**config.mk**
```make
export PLATFORM = sky130hd
export DESIGN_NAME = online_result_collector_flat
export DESIGN_NICKNAME = d
export VERILOG_FILES = /design/src/rtl/online_result_collector_pkg.sv /design/src/rtl/online_result_collector_if.sv /design/src/rtl/online_result_collector_otf.sv /design/src/rtl/online_result_collector.sv /design/src/flat_wrapper.sv
export SDC_FILE = /design/constraint.sdc
export NUM_CORES = 1
export LEC_CHECK = 0
export ABC_AREA = 1
export CORE_MARGIN = 1
export CORE_UTILIZATION = 30
export CTS_BUF_LIST = sky130_fd_sc_hd__clkbuf_4 sky130_fd_sc_hd__clkbuf_8
export CTS_CLUSTER_SIZE = 25
export DETAILED_ROUTE_END_ITERATION = 10
export PLACE_DENSITY = 0.63
export SYNTH_ARGS = -nofsm -noshare
export SYNTH_HDL_FRONTEND = slang
export SYNTH_SLANG_ARGS = --single-unit
```
**constraint.sdc**
```tcl
create_clock -name clk -period 1.7 [get_ports clk]
set_input_delay 0.51 -clock clk [delete_from_list [all_inputs] [get_ports clk]]
set_output_delay 0.51 -clock clk [all_outputs]
set_load 0.005 [all_outputs]
```
**src/rtl/online_result_collector_pkg.sv**
```systemverilog
// Shared definitions for the radix-4 online result collectors: FSM states,
// the signed-digit type and the helper that turns a digit into its weight.
package online_pkg;

  // Width of one redundant signed digit as produced by the online operators.
  localparam int DIGIT_BITS = 3;

  // Digit code that a radix-4 operator must never emit (it would mean -4).
  localparam logic [DIGIT_BITS-1:0] DIGIT_ILLEGAL = 3'b100;

  // One signed digit, two's complement, legal range -3..+3.
  typedef logic signed [DIGIT_BITS-1:0] digit_t;

  // Collector control states.
  typedef enum logic [1:0] {
    ST_IDLE    = 2'd0,
    ST_SKIP    = 2'd1,
    ST_COLLECT = 2'd2,
    ST_HOLD    = 2'd3
  } state_t;

  // Sign-extends a digit to an int; the illegal code contributes nothing so
  // a corrupted digit cannot push the accumulator out of its safe range.
  function automatic int digit_to_int(input digit_t d);
    int v;
    v = int'(d);
    if (d == DIGIT_ILLEGAL) begin
      v = 0;
    end
    return v;
  endfunction

endpackage

```
**src/rtl/online_result_collector_if.sv**
```systemverilog
// Handshake/result bundle between an online operator's output stream, the
// result collector and whoever consumes the converted result.
interface online_result_collector_if #(
  parameter int NO_OF_DIGITS = 4,
  parameter int RADIX_BITS   = 3
);

  localparam int DIGITS_W = (2*NO_OF_DIGITS+1)*RADIX_BITS;
  localparam int VALUE_W  = 2*(2*NO_OF_DIGITS+1)+1;

  logic                       start;
  logic                       full_result_sel;
  logic [RADIX_BITS-1:0]      z_in;
  logic [DIGITS_W-1:0]        result_digits;
  logic signed [VALUE_W-1:0]  result_value;
  logic                       result_valid;
  logic                       result_ready;
  logic                       digit_error;
  logic                       start_dropped;
  logic                       busy;

  // Side that issues frames, feeds digits and consumes the result.
  modport master (
    output start,
    output full_result_sel,
    output z_in,
    output result_ready,
    input  result_digits,
    input  result_value,
    input  result_valid,
    input  digit_error,
    input  start_dropped,
    input  busy
  );

  // The collector itself.
  modport slave (
    input  start,
    input  full_result_sel,
    input  z_in,
    input  result_ready,
    output result_digits,
    output result_value,
    output result_valid,
    output digit_error,
    output start_dropped,
    output busy
  );

endinterface

```
**src/rtl/online_result_collector_otf.sv**
```systemverilog
// On-the-fly converter: shifts raw signed digits into a right-aligned word
// and accumulates their conventional two's-complement value MSD first.
// Kept free of any framing logic so the divider/sqrt collectors can reuse it.
module otf_converter
  import online_pkg::*;
#(
  parameter int NO_OF_DIGITS = 4,
  parameter int RADIX_BITS   = 3,
  parameter int RADIX        = 4
) (
  input  logic                                         clk,
  input  logic                                         rst_n,
  input  logic                                         i_clear,
  input  logic                                         i_enable,
  input  logic [RADIX_BITS-1:0]                        i_digit,
  output logic [(2*NO_OF_DIGITS+1)*RADIX_BITS-1:0]     o_digits,
  output logic signed [2*(2*NO_OF_DIGITS+1):0]         o_value,
  output logic                                         o_error
);

  localparam int DIGITS_W   = (2*NO_OF_DIGITS+1)*RADIX_BITS;
  localparam int VALUE_W    = 2*(2*NO_OF_DIGITS+1)+1;
  localparam int RADIX_LOG2 = $clog2(RADIX);

  logic [DIGITS_W-1:0]       r_digits;
  logic signed [VALUE_W-1:0] r_value;
  logic                      r_error;

  logic                      w_illegal;
  logic signed [VALUE_W-1:0] w_digit_ext;

  // Decode the incoming digit: flag the forbidden code and widen its weight.
  always_comb begin
    w_illegal   = (i_digit == DIGIT_ILLEGAL);
    w_digit_ext = VALUE_W'(digit_to_int(digit_t'(i_digit)));
  end

  // Clear wins over capture so a new frame always starts from zero; each
  // capture multiplies the running value by the radix and adds the digit.
  always_ff @(posedge clk or negedge rst_n) begin
    if (!rst_n) begin
      r_digits <= '0;
      r_value  <= '0;
      r_error  <= 1'b0;
    end else if (i_clear) begin
      r_digits <= '0;
      r_value  <= '0;
      r_error  <= 1'b0;
    end else if (i_enable) begin
      r_digits <= {r_digits[DIGITS_W-RADIX_BITS-1:0], i_digit};
      r_value  <= (r_value <<< RADIX_LOG2) + w_digit_ext;
      r_error  <= r_error | w_illegal;
    end
  end

  assign o_digits = r_digits;
  assign o_value  = r_value;
  assign o_error  = r_error;

endmodule

```
**src/rtl/online_result_collector.sv**
```systemverilog
// Receives the MSD-first digit stream of a radix-4 online operator, skips its
// online delay, captures K digits and offers digits plus converted value
// through a valid/ready handshake.
module online_result_collector
  import online_pkg::*;
#(
  parameter int NO_OF_DIGITS = 4,
  parameter int RADIX_BITS   = 3,
  parameter int RADIX        = 4,
  parameter int DELTA        = 2
) (
  input  logic                      clk,
  input  logic                      extern_reset_n,
  online_result_collector_if.slave  bus
);

  localparam int K_FULL    = 2*NO_OF_DIGITS+1;
  localparam int K_TRUNC   = NO_OF_DIGITS+1;
  localparam int CNT_W     = $clog2(K_FULL+DELTA+1);
  localparam int SKIP_LAST = (DELTA > 0) ? DELTA-1 : 0;

  state_t             r_state;
  state_t             w_state_next;
  logic [CNT_W-1:0]   r_count;
  logic [CNT_W-1:0]   w_count_next;
  logic               r_full;
  logic               w_full_next;
  logic               r_start_dropped;

  logic               w_accept;
  logic               w_drop;
  logic               w_capture;
  logic [CNT_W-1:0]   w_k_last;

  // Index of the final capture for the digit count latched at start.
  always_comb begin
    w_k_last = r_full ? CNT_W'(K_FULL-1) : CNT_W'(K_TRUNC-1);
  end

  // Next-state logic: frame acceptance, delay skipping, digit counting and
  // the result handshake; a start that cannot be taken is reported as dropped.
  always_comb begin
    w_state_next = r_state;
    w_count_next = r_count;
    w_full_next  = r_full;
    w_accept     = 1'b0;
    w_drop       = 1'b0;
    w_capture    = 1'b0;

    case (r_state)
      ST_IDLE: begin
        if (bus.start) begin
          w_accept = 1'b1;
        end
      end

      ST_SKIP: begin
        w_drop = bus.start;
        if (r_count == CNT_W'(SKIP_LAST)) begin
          w_state_next = ST_COLLECT;
          w_count_next = '0;
        end else begin
          w_count_next = r_count + CNT_W'(1);
        end
      end

      ST_COLLECT: begin
        w_drop    = bus.start;
        w_capture = 1'b1;
        if (r_count == w_k_last) begin
          w_state_next = ST_HOLD;
          w_count_next = '0;
        end else begin
          w_count_next = r_count + CNT_W'(1);
        end
      end

      ST_HOLD: begin
        if (bus.result_ready) begin
          if (bus.start) begin
            w_accept = 1'b1;
          end else begin
            w_state_next = ST_IDLE;
          end
        end else begin
          w_drop = bus.start;
        end
      end

      default: begin
        w_state_next = ST_IDLE;
      end
    endcase

    if (w_accept) begin
      w_full_next  = bus.full_result_sel;
      w_count_next = '0;
      w_state_next = (DELTA == 0) ? ST_COLLECT : ST_SKIP;
    end
  end

  // State, counter, latched result length and the registered drop pulse.
  always_ff @(posedge clk or negedge extern_reset_n) begin
    if (!extern_reset_n) begin
      r_state         <= ST_IDLE;
      r_count         <= '0;
      r_full          <= 1'b1;
      r_start_dropped <= 1'b0;
    end else begin
      r_state         <= w_state_next;
      r_count         <= w_count_next;
      r_full          <= w_full_next;
      r_start_dropped <= w_drop;
    end
  end

  otf_converter #(
    .NO_OF_DIGITS (NO_OF_DIGITS),
    .RADIX_BITS   (RADIX_BITS),
    .RADIX        (RADIX)
  ) u_otf (
    .clk      (clk),
    .rst_n    (extern_reset_n),
    .i_clear  (w_accept),
    .i_enable (w_capture),
    .i_digit  (bus.z_in),
    .o_digits (bus.result_digits),
    .o_value  (bus.result_value),
    .o_error  (bus.digit_error)
  );

  assign bus.result_valid  = (r_state == ST_HOLD);
  assign bus.busy          = (r_state == ST_SKIP) || (r_state == ST_COLLECT);
  assign bus.start_dropped = r_start_dropped;

endmodule

```
**src/flat_wrapper.sv**
```systemverilog
// flat-port wrapper written by rule: the top's interface ports become plain ports
module online_result_collector_flat import online_pkg::*;
#(
  parameter int NO_OF_DIGITS = 4,
  parameter int RADIX_BITS   = 3,
  parameter int RADIX        = 4,
  parameter int DELTA        = 2
)
  (clk, extern_reset_n, bus_start, bus_full_result_sel, bus_z_in, bus_result_ready, bus_result_digits, bus_result_value, bus_result_valid, bus_digit_error, bus_start_dropped, bus_busy);
  online_result_collector_if #(.NO_OF_DIGITS(NO_OF_DIGITS), .RADIX_BITS(RADIX_BITS)) bus_i ();
  input  logic clk;
  input  logic extern_reset_n;
  input wire logic [$bits(bus_i.start)-1:0] bus_start;
  input wire logic [$bits(bus_i.full_result_sel)-1:0] bus_full_result_sel;
  input wire logic [$bits(bus_i.z_in)-1:0] bus_z_in;
  input wire logic [$bits(bus_i.result_ready)-1:0] bus_result_ready;
  output wire logic [$bits(bus_i.result_digits)-1:0] bus_result_digits;
  output wire logic [$bits(bus_i.result_value)-1:0] bus_result_value;
  output wire logic [$bits(bus_i.result_valid)-1:0] bus_result_valid;
  output wire logic [$bits(bus_i.digit_error)-1:0] bus_digit_error;
  output wire logic [$bits(bus_i.start_dropped)-1:0] bus_start_dropped;
  output wire logic [$bits(bus_i.busy)-1:0] bus_busy;
  assign bus_i.start = bus_start;
  assign bus_i.full_result_sel = bus_full_result_sel;
  assign bus_i.z_in = bus_z_in;
  assign bus_i.result_ready = bus_result_ready;
  assign bus_result_digits = bus_i.result_digits;
  assign bus_result_value = bus_i.result_value;
  assign bus_result_valid = bus_i.result_valid;
  assign bus_digit_error = bus_i.digit_error;
  assign bus_start_dropped = bus_i.start_dropped;
  assign bus_busy = bus_i.busy;
  online_result_collector #(.NO_OF_DIGITS(NO_OF_DIGITS), .RADIX_BITS(RADIX_BITS), .RADIX(RADIX), .DELTA(DELTA)) u_core (.clk(clk), .extern_reset_n(extern_reset_n), .bus(bus_i));
endmodule
```
==> results.tsv, run 1 <==
stage	metric	value	unit
outcome	status	finished, violations left	
outcome	failing checks	DRC, setup timing	
die	row count	38	
worst_setup_path	Crit. Startpoint	bus_z_in[1]	
worst_setup_path	reg-to-reg critical path startpoint	u_core.u_otf.o_value[0]	
timing	setup violators final	16	
synth	Seq/Total Area, Yosys	41.31	%
route	DRT Pass-1 Iters	7	
worst_setup_path	max incr delay on CP	0.36	ns
timing	crit path time final	1.987	ns
synth	syn_nets	472	
global_route	pin count of the biggest net entering global routing	28	
worst_setup_path	CP max FO	4	
route	Routed WL per cell	13.70	um
global_route	first-pass GRT wire length	15.90	mm
worst_setup_path	Worst setup SP type	input pin	
route	Via Count	3340	
worst_setup_path	CP cell instances	buf_8 > inv_12 > nand2_4 > nand2_4 > clkinvlp_4 > buf_6 > ha_4 > fa_2 > nand2_2 > nand2_2 > nand3b_1 > nand2_2 > nand2_2 > nand3_1 > nand3_2 > nand2_1	
worst_setup_path	CP max-delay cell	fa_2	
timing	Final period util	116.9	%
clocking	CTS Sinks	55	
clocking	cts hold-fix bufs	0	
pwr	Pwr Density	1822	nW/um^2
die	io pins	58	
global_route	vias in the first global route	3387	
die	Initial Utilization	30.76	%
placed_design	port bufs	57	
worst_setup_path	Crit Path Category	input pin to flip-flop	
synth	Synth area leader	dfrtp_1	
route	Remaining DRCs	1	
timing	Max Freq	503.2	MHz
pwr	Static Leak	3.027	nW
synth	Post-synth EDFFs	0	
synth	post-synth top area share	40.53	%
route	DR iter-0 viols	105	
final_layout	P&R area growth vs syn	65.78	%
synth	ys flop type	dfrtp_1	
synth	ys async rst share	100.0	%
die	Die ar.	11540	um^2
worst_setup_path	R2R Path End	u_core.u_otf.o_value[16]	
final_layout	layout cells sized above 1	36.55	%
pwr	post-route total power	10.07	mW
synth	synth unique cells	27	
worst_setup_path	Critical Path RT	1.92	ns
clocking	TritonCTS Buffers	5	
final_layout	register area	1379	um^2
synth	Area contributors post-synth	dfrtp_1 (41%), nand2_1 (16%), ha_1 (9.8%)	
clocking	Clock Pin Slew Worst Setup and Hold Paths	0.12	ns
synth	Mapped Cells	437	
worst_setup_path	Crit path top cell by count	nand2_2	
synth	synthesized area per cell	7.630	um^2
route	WL final	9.863	mm
pwr	Max VDD drop	0.8394	mV
timing	clock skew	0.01286	ns
global_route	GR Overflow Total	0	
global_route	GRT Util Overall	17.15	%
route	Via density	4.639	
final_layout	Nets	614	
worst_setup_path	worst-case reg-to-reg path depth	11	
timing	final count of pins violating max slew	0	
global_route	initial antenna violation count	0	
clocking	H-tree depth	2	
timing	setup ws final	-0.2871	ns
final_layout	diodes inserted	0	
clocking	CTS tree	built	
synth	cell with the most instances after synthesis	nand2_1	
die	core area	10840	um^2
die	Chip Height	107.4	um
synth	Ys Warns	0	
final_layout	multi-input logic area	2141	um^2
timing	Worst Max-Slew Pin Slew	0.4199	ns
run	MaxCap Viol Count	0	
clocking	CTS Root Cell	clkbuf_8	
die	Die Width	107.4	um
timing	Fin. Hold Viols	0	
clocking	worst skew pair latency	0.32	ns
synth	#FFs+latches synth	55	
worst_setup_path	FF-to-FF setup slack	-0.07	ns
synth	Mapped Area	3334	um^2
placed_design	Detail Placement HPWL	6.349	mm
placed_design	RD Place Congestion	0.8613	
timing	slew margin rel.	72.00	%
worst_setup_path	crit path DAT	2.21	ns
clocking	Clock Tree Buf Depth	2	
worst_hold_path	Hold Crit Class	input pin to asynchronous set/reset pin	
worst_setup_path	Setup crit end kind	flip-flop	
worst_setup_path	Worst setup endpoint	u_core.u_otf.o_value[16]	
synth	top cells by count, synth	nand2_1 (142), inv_1 (83), dfrtp_1 (54)	
timing	Setup TNS	-2.695	ns
final_layout	number of fill cells in the layout	1003	
timing	RSZ-0062 raised after global routing	true	
route	antenna-violating nets left	0	
## routing by layer
layer	global-route usage [%]	up-vias	wire (um)
li1	-	1667	-
met1	21.81	1605	4443
met2	30.51	55	5018
met3	2.603	13	274
met4	3.816	0	126
met5	0	-	0
## layout by cell type, fill, tap and decap left out, types with 3 or more instances in the layout
| cell | instances |
|---|---|
| clkdlybuf4s50_1 | 4 |
| inv_1 | 69 |
| nand2_2 | 28 |
| nand3b_1 | 3 |
| nand3_2 | 6 |
| clkbuf_8 | 5 |
| dfrtp_1 | 53 |
| inv_6 | 3 |
| buf_12 | 9 |
| nand3_1 | 19 |
| buf_2 | 3 |
| o21ai_1 | 5 |
| clkbuf_16 | 3 |
| dlygate4sd2_1 | 39 |
| nand2_1 | 102 |
| inv_2 | 10 |
| nor2_1 | 11 |
| buf_4 | 68 |
| ha_1 | 8 |
| a21oi_4 | 3 |
| nand2_4 | 13 |
| nor3_2 | 3 |
| o22ai_1 | 22 |
| o21ai_0 | 11 |
| buf_6 | 6 |
| xor2_1 | 3 |
| ha_4 | 17 |
| a21oi_1 | 5 |
| inv_4 | 3 |
| dlymetal6s2s_1 | 8 |
| a21oi_2 | 6 |
## cells by family (layout without fill, tap and decap cells)
kind of cell,Yosys count,count (layout),synth area share (%)
simple gates,196,196,24.99
buf+inv,94,237,11.33
compound gates,59,59,10.43
flops,55,55,41.31
fa+ha+maj,27,27,10.36
xor+xnor,6,6,1.576
## state kept, by name, indices dropped and copies added, names as in the netlist
register                  cells
u_core.u_otf.o_error          1
u_core.bus.start_dropped      1
u_core.u_otf.o_digits        27
u_core.r_count                4
u_core.r_full                 1
u_core.r_state                2
u_core.u_otf.o_value         19
## cell type report
cell class / count / share of cell area [%]
clock buffer: 5 / 1.245
timing repair inverter: 1 / 0.1584
inverter: 86 / 6.632
clock inverter: 3 / 0.5206
timing repair buffer: 142 / 24.60
sequential: 55 / 24.94
tap: 140 / 3.169
multi-input combinational: 288 / 38.73
## how the worst min path moves through the flow
stage / end / slack [ns] / cells past startpoint
floorplan: u_core.bus.start_dropped / 0.21 / 0
global placement: u_core.u_otf.o_value[2] / 0.47 / 1
detailed placement: u_core.u_otf.o_value[2] / 0.47 / 1
CTS: u_core.u_otf.o_digits[17] / 0.10 / 1
global route: u_core.u_otf.o_digits[17] / 0.11 / 1
finish: u_core.u_otf.o_value[1] / 0.10 / 1
## through the flow
step	setup slack, ns	area [um^2]	std cells	hold WS, ns	utilization, %
finish	-0.2871	5528	720	0.1034	50.99
global route	-0.3971	5528	720	0.1133	50.99
CTS	-0.2506	5110	709	0.1047	47.14
detailed placement	-1.114	4519	671	0.4706	41.69
global placement	-1.078	4519	671	0.4673	41.69
floorplan	-0.5426	3393	437	0.2144	-
## power by group
| part | switching, mW | leakage, nW | internal, mW |
|---|---|---|---|
| clock network | 0.517 | 0.0511 | 0.314 |
| registers | 0.292 | 0.719 | 1.85 |
| logic | 3.54 | 2.26 | 3.56 |
## critical path: cells and delay by family
| family | cells | cell delay [ns] |
|---|---|---|
| AND/OR/NAND/NOR | 10 | 0.73 |
| adder cells (fa/ha/maj) | 2 | 0.51 |
| buffers and inverters | 4 | 0.44 |
## what timing repair did
| action | 4_1_cts | 5_1_grt |
|---|---|---|
| cloned | 1 | 3 |
| setup buffers | 29 | 9 |
| setup endpoints to repair | 67 | 40 |
| pin swaps | 22 | 37 |
| resized for setup | 131 | 75 |
(Power assumes the default switching activity.)
==> inputs of run 2 (changes only) <==
--- a/config.mk
+++ b/config.mk
@@ -5,11 +5,10 @@
 export SDC_FILE = /design/constraint.sdc
 export NUM_CORES = 1
 export LEC_CHECK = 0
-export ABC_AREA = 1
 export CORE_MARGIN = 1
 export CORE_UTILIZATION = 30
 export CTS_BUF_LIST = sky130_fd_sc_hd__clkbuf_4 sky130_fd_sc_hd__clkbuf_8
-export CTS_CLUSTER_SIZE = 25
+export CTS_CLUSTER_SIZE = 28
 export DETAILED_ROUTE_END_ITERATION = 10
 export PLACE_DENSITY = 0.63
 export SYNTH_ARGS = -nofsm -noshare
==> run 2 against run 1 <==
- the run ends with setup timing left
- setup slack worse by 0.53 ns
- area after synthesis down 3.5%
- wire length up 6.9%
- sequential cell count unchanged
- total power up 8.5%
- first-iteration DRC count up 62%
- critical endpoint unchanged
- design area up 4.1%
- cell count down 9.2%
- largest cell class unchanged
- synthesized cell count down 26%
- clock skew about the same
==> results.tsv, run 2 <==
stage	metric	value	unit	change
final_layout	Final Core Density	55.49	%	+4.5 points
die	Initial Utilization	31.03	%	+0.27 points
final_layout	Nets	552		-10%
pwr	Max VDD drop	0.8277	mV	-1.4%
worst_setup_path	max incr delay on CP	0.38	ns	+0.02 ns
worst_setup_path	Worst setup SP type	input pin		
clocking	Clock Pin Slew Worst Setup and Hold Paths	0.12	ns	about the same
outcome	status	finished, violations left		
placed_design	port bufs	57		unchanged
global_route	vias in the first global route	3455		+2.0%
pwr	Sw Ratio	40.10	%	-3.0 points
die	row count	37		-2.6%
run	MaxCap Viol Count	0		unchanged
route	Via density	4.968		+7.1%
worst_setup_path	Setup crit end kind	flip-flop		
synth	ys async rst share	100.0	%	unchanged
pwr	post-route total power	10.92	mW	+8.5%
clocking	CTS Root Cell	clkbuf_8		
clocking	cts hold-fix bufs	0		unchanged
worst_hold_path	Hold Crit Class	input pin to asynchronous set/reset pin		
worst_setup_path	delay-heaviest family, CP	compound AO/OA/AOI/OAI gates		
synth	Synth area leader	dfrtp_1		
synth	Post-synth EDFFs	0		unchanged
timing	Min Hold Slack	0.1104	ns	+0.006907 ns
pwr	clock share of power	7.7	%	-0.5 points
synth	syn_nets	360		-24%
route	antenna-violating nets left	0		unchanged
final_layout	commonest non-fill, non-tap cell in the layout	buf_4		
global_route	pin count of the biggest net entering global routing	24		-14%
synth	ys flop type	dfrtp_1		
worst_setup_path	reg-to-reg critical path startpoint	u_core.u_otf.o_value[0]		
synth	Ys Warns	0		unchanged
route	DRT Pass-1 Iters	4		-3
route	Routed WL per cell	16.12	um	+18%
synth	synth unique cells	52		+93%
timing	clock skew	0.01270	ns	-0.0001623 ns
route	DR iter-0 viols	170		+62%
clocking	worst skew pair latency	0.33	ns	about the same
global_route	GRT Util Overall	18.66	%	+1.5 points
final_layout	number of fill cells in the layout	905		-9.8%
timing	Max Freq	396.7	MHz	-21%
pwr	combinational cell fraction of total power	71.1	%	+0.6 points
timing	slew margin rel.	69.42	%	-2.6 points
synth	top cells by count, synth	dfrtp_1 (54), nor2_1 (48), mux2i_1 (32)		
route	Remaining DRCs	0		-1
worst_setup_path	FF-to-FF setup slack	-0.78	ns	-0.71 ns
clocking	H-tree depth	2		unchanged
timing	Fin. Hold Viols	0		unchanged
timing	setup ws final	-0.8207	ns	-0.5336 ns
die	Die Width	105.6	um	-1.7%
worst_setup_path	Crit. Startpoint	bus_z_in[1]		
global_route	initial antenna violation count	0		unchanged
pwr	sequential share of power	21.2	%	about the same
pwr	Power Internal	6.543	mW	+14%
clocking	Clock Tree Buf Depth	2		unchanged
timing	RSZ-0062 raised after global routing	true		
worst_setup_path	CP max FO	6		+2
final_layout	max reg flops	27		unchanged
worst_setup_path	Critical Path RT	1.92	ns	about the same
clocking	CTS tree	built		
timing	Worst Max-Slew Pin Slew	0.4587	ns	+0.03879 ns
synth	Area contributors post-synth	dfrtp_1 (42%), ha_1 (10%), mux2i_1 (10%)		
worst_setup_path	worst path buffer plus inverter count	1		-3
die	core area	10370	um^2	-4.3%
synth	synthesized area per cell	9.902	um^2	+30%
worst_setup_path	CP max-delay cell	a2111oi_4		
final_layout	P&R area growth vs syn	78.81	%	
worst_setup_path	Crit Path Category	input pin to flip-flop		
timing	crit path time final	2.521	ns	+0.5336 ns
synth	#FFs+latches synth	55		unchanged
timing	Final period util	148.3	%	+31 points
synth	Seq/Total Area, Yosys	42.81	%	+1.5 points
clocking	TritonCTS Buffers	5		unchanged
final_layout	diodes inserted	0		unchanged
timing	setup violators final	24		+8
final_layout	layout cells sized above 1	45.95	%	+9.4 points
die	Chip Height	105.6	um	-1.7%
pwr	Sw Pwr	4.380	mW	+0.81%
pwr	Pwr Density	1898	nW/um^2	+4.2%
die	Die ar.	11150	um^2	-3.4%
synth	post-synth top area share	41.99	%	+1.5 points
pwr	Static Leak	2.885	nW	-4.7%
placed_design	RD Place Congestion	0.9241		+7.3%
global_route	GR Overflow Total	0		unchanged
die	io pins	58		unchanged
outcome	failing checks	setup timing		
final_layout	most frequent cells in the layout	buf_4 (99), dfrtp_1 (53), buf_6 (35), nor2_1 (32), dlygate4sd2_1 (31)		
synth	Mapped Area	3218	um^2	-3.5%
synth	Mapped Cells	325		-26%
worst_setup_path	CP cell instances	buf_8 > nor2_4 > nor2b_4 > ha_4 > fa_2 > a21o_1 > a221oi_4 > nor2b_4 > a2111oi_4 > mux2i_1 > o22ai_1		
worst_setup_path	crit path DAT	2.74	ns	+0.53 ns
synth	cell with the most instances after synthesis	dfrtp_1		
global_route	first-pass GRT wire length	16.70	mm	+5.1%
placed_design	Detail Placement HPWL	6.164	mm	-2.9%
timing	final count of pins violating max slew	0		unchanged
worst_setup_path	Crit path top cell by count	nor2b_4		
route	Via Count	3249		-2.7%
clocking	CTS Sinks	55		unchanged
route	WL final	10.55	mm	+6.9%
run 2: cell count changes after synthesis, sizes merged, moves of 6 or more:
| cell | previous run | this run |
|---|---|---|
| nor2 | 13 | 48 |
| buf | 8 | 2 |
| nand2b | 0 | 7 |
| a21o | 0 | 6 |
| xnor2 | 3 | 12 |
| nand2 | 145 | 20 |
| a21oi | 14 | 20 |
| o22ai | 22 | 6 |
| clkbuf | 0 | 10 |
| nand3 | 26 | 4 |
| mux2i | 0 | 32 |
| inv | 86 | 10 |
run 2: repair_timing:
| action | in CTS | in global routing |
|---|---|---|
| gates resized for setup | 155 | 66 |
| endpoints found under the setup margin | 79 | 68 |
| setup buffers | 49 | 14 |
| pin swaps | 37 | 38 |
| gates cloned | 0 | 3 |
run 2: layout make-up:
type	instances	area (um^2)	share of cell area, %
clock buffers	5	68.82	1.196
flip-flops and latches	55	1379	23.96
multi-input cells	248	2253	39.16
well taps	136	170.2	2.957
inverters	10	40.04	0.6958
clock inverters	3	28.78	0.5001
repair buffers	197	1814	31.53
run 2: cells by family (layout without fill, tap and decap cells):
family	count (synthesis)	count (layout)	share of synthesized area [%]
flip-flops	55	55	42.81
AND/OR/NAND/NOR	100	100	14.27
AO/OA/AOI/OAI	75	75	15.79
buffers and inverters	22	215	2.566
XOR/XNOR	13	13	3.538
multiplexers	33	33	10.30
adder cells (fa/ha/maj)	27	27	10.73
run 2: metrics by stage:
stage / cell area [um^2] / cells / TNS, ns / setup slack, ns
after floorplan: 3309 / 325 / -8.326 / -0.9855
after global placement: 4601 / 583 / -29.85 / -1.560
after detailed placement: 4601 / 583 / -31.31 / -1.636
after CTS: 5345 / 639 / -6.897 / -0.8134
after global routing: 5754 / 654 / -10.77 / -0.9107
final: 5754 / 654 / -7.925 / -0.8207
run 2: final timing paths:
check | cells past startpoint | to
setup / recovery | 11 | u_core.u_otf.o_value[16]
hold / removal | 1 | u_core.u_otf.o_digits[26]
setup reg to reg | 8 | u_core.u_otf.o_value[16]
hold reg to reg | 2 | u_core.r_full
max in group asynchronous | 2 | u_core.u_otf.o_value[17]
min in group clk | 3 | u_core.u_otf.o_digits[0]
run 2: power groups by stage:
stage          sequential (mW)  combinational (mW)  clock (mW)
2_1_floorplan             2.35                2.97           0
3_3_place_gp              2.35                5.61           0
3_5_place_dp              2.35                5.71           0
4_1_cts                   2.31                6.79       0.864
5_1_grt                   2.39                8.37       0.927
6_report                  2.31                7.76       0.846
run 2: per-layer routing:
metal	GRT usage [%]	wire, um	up-vias
li1	-	-	1538
met4	5.159	213	0
met2	32.94	5443	87
met1	23.98	4464	1605
met5	0	0	-
met3	2.288	424	19
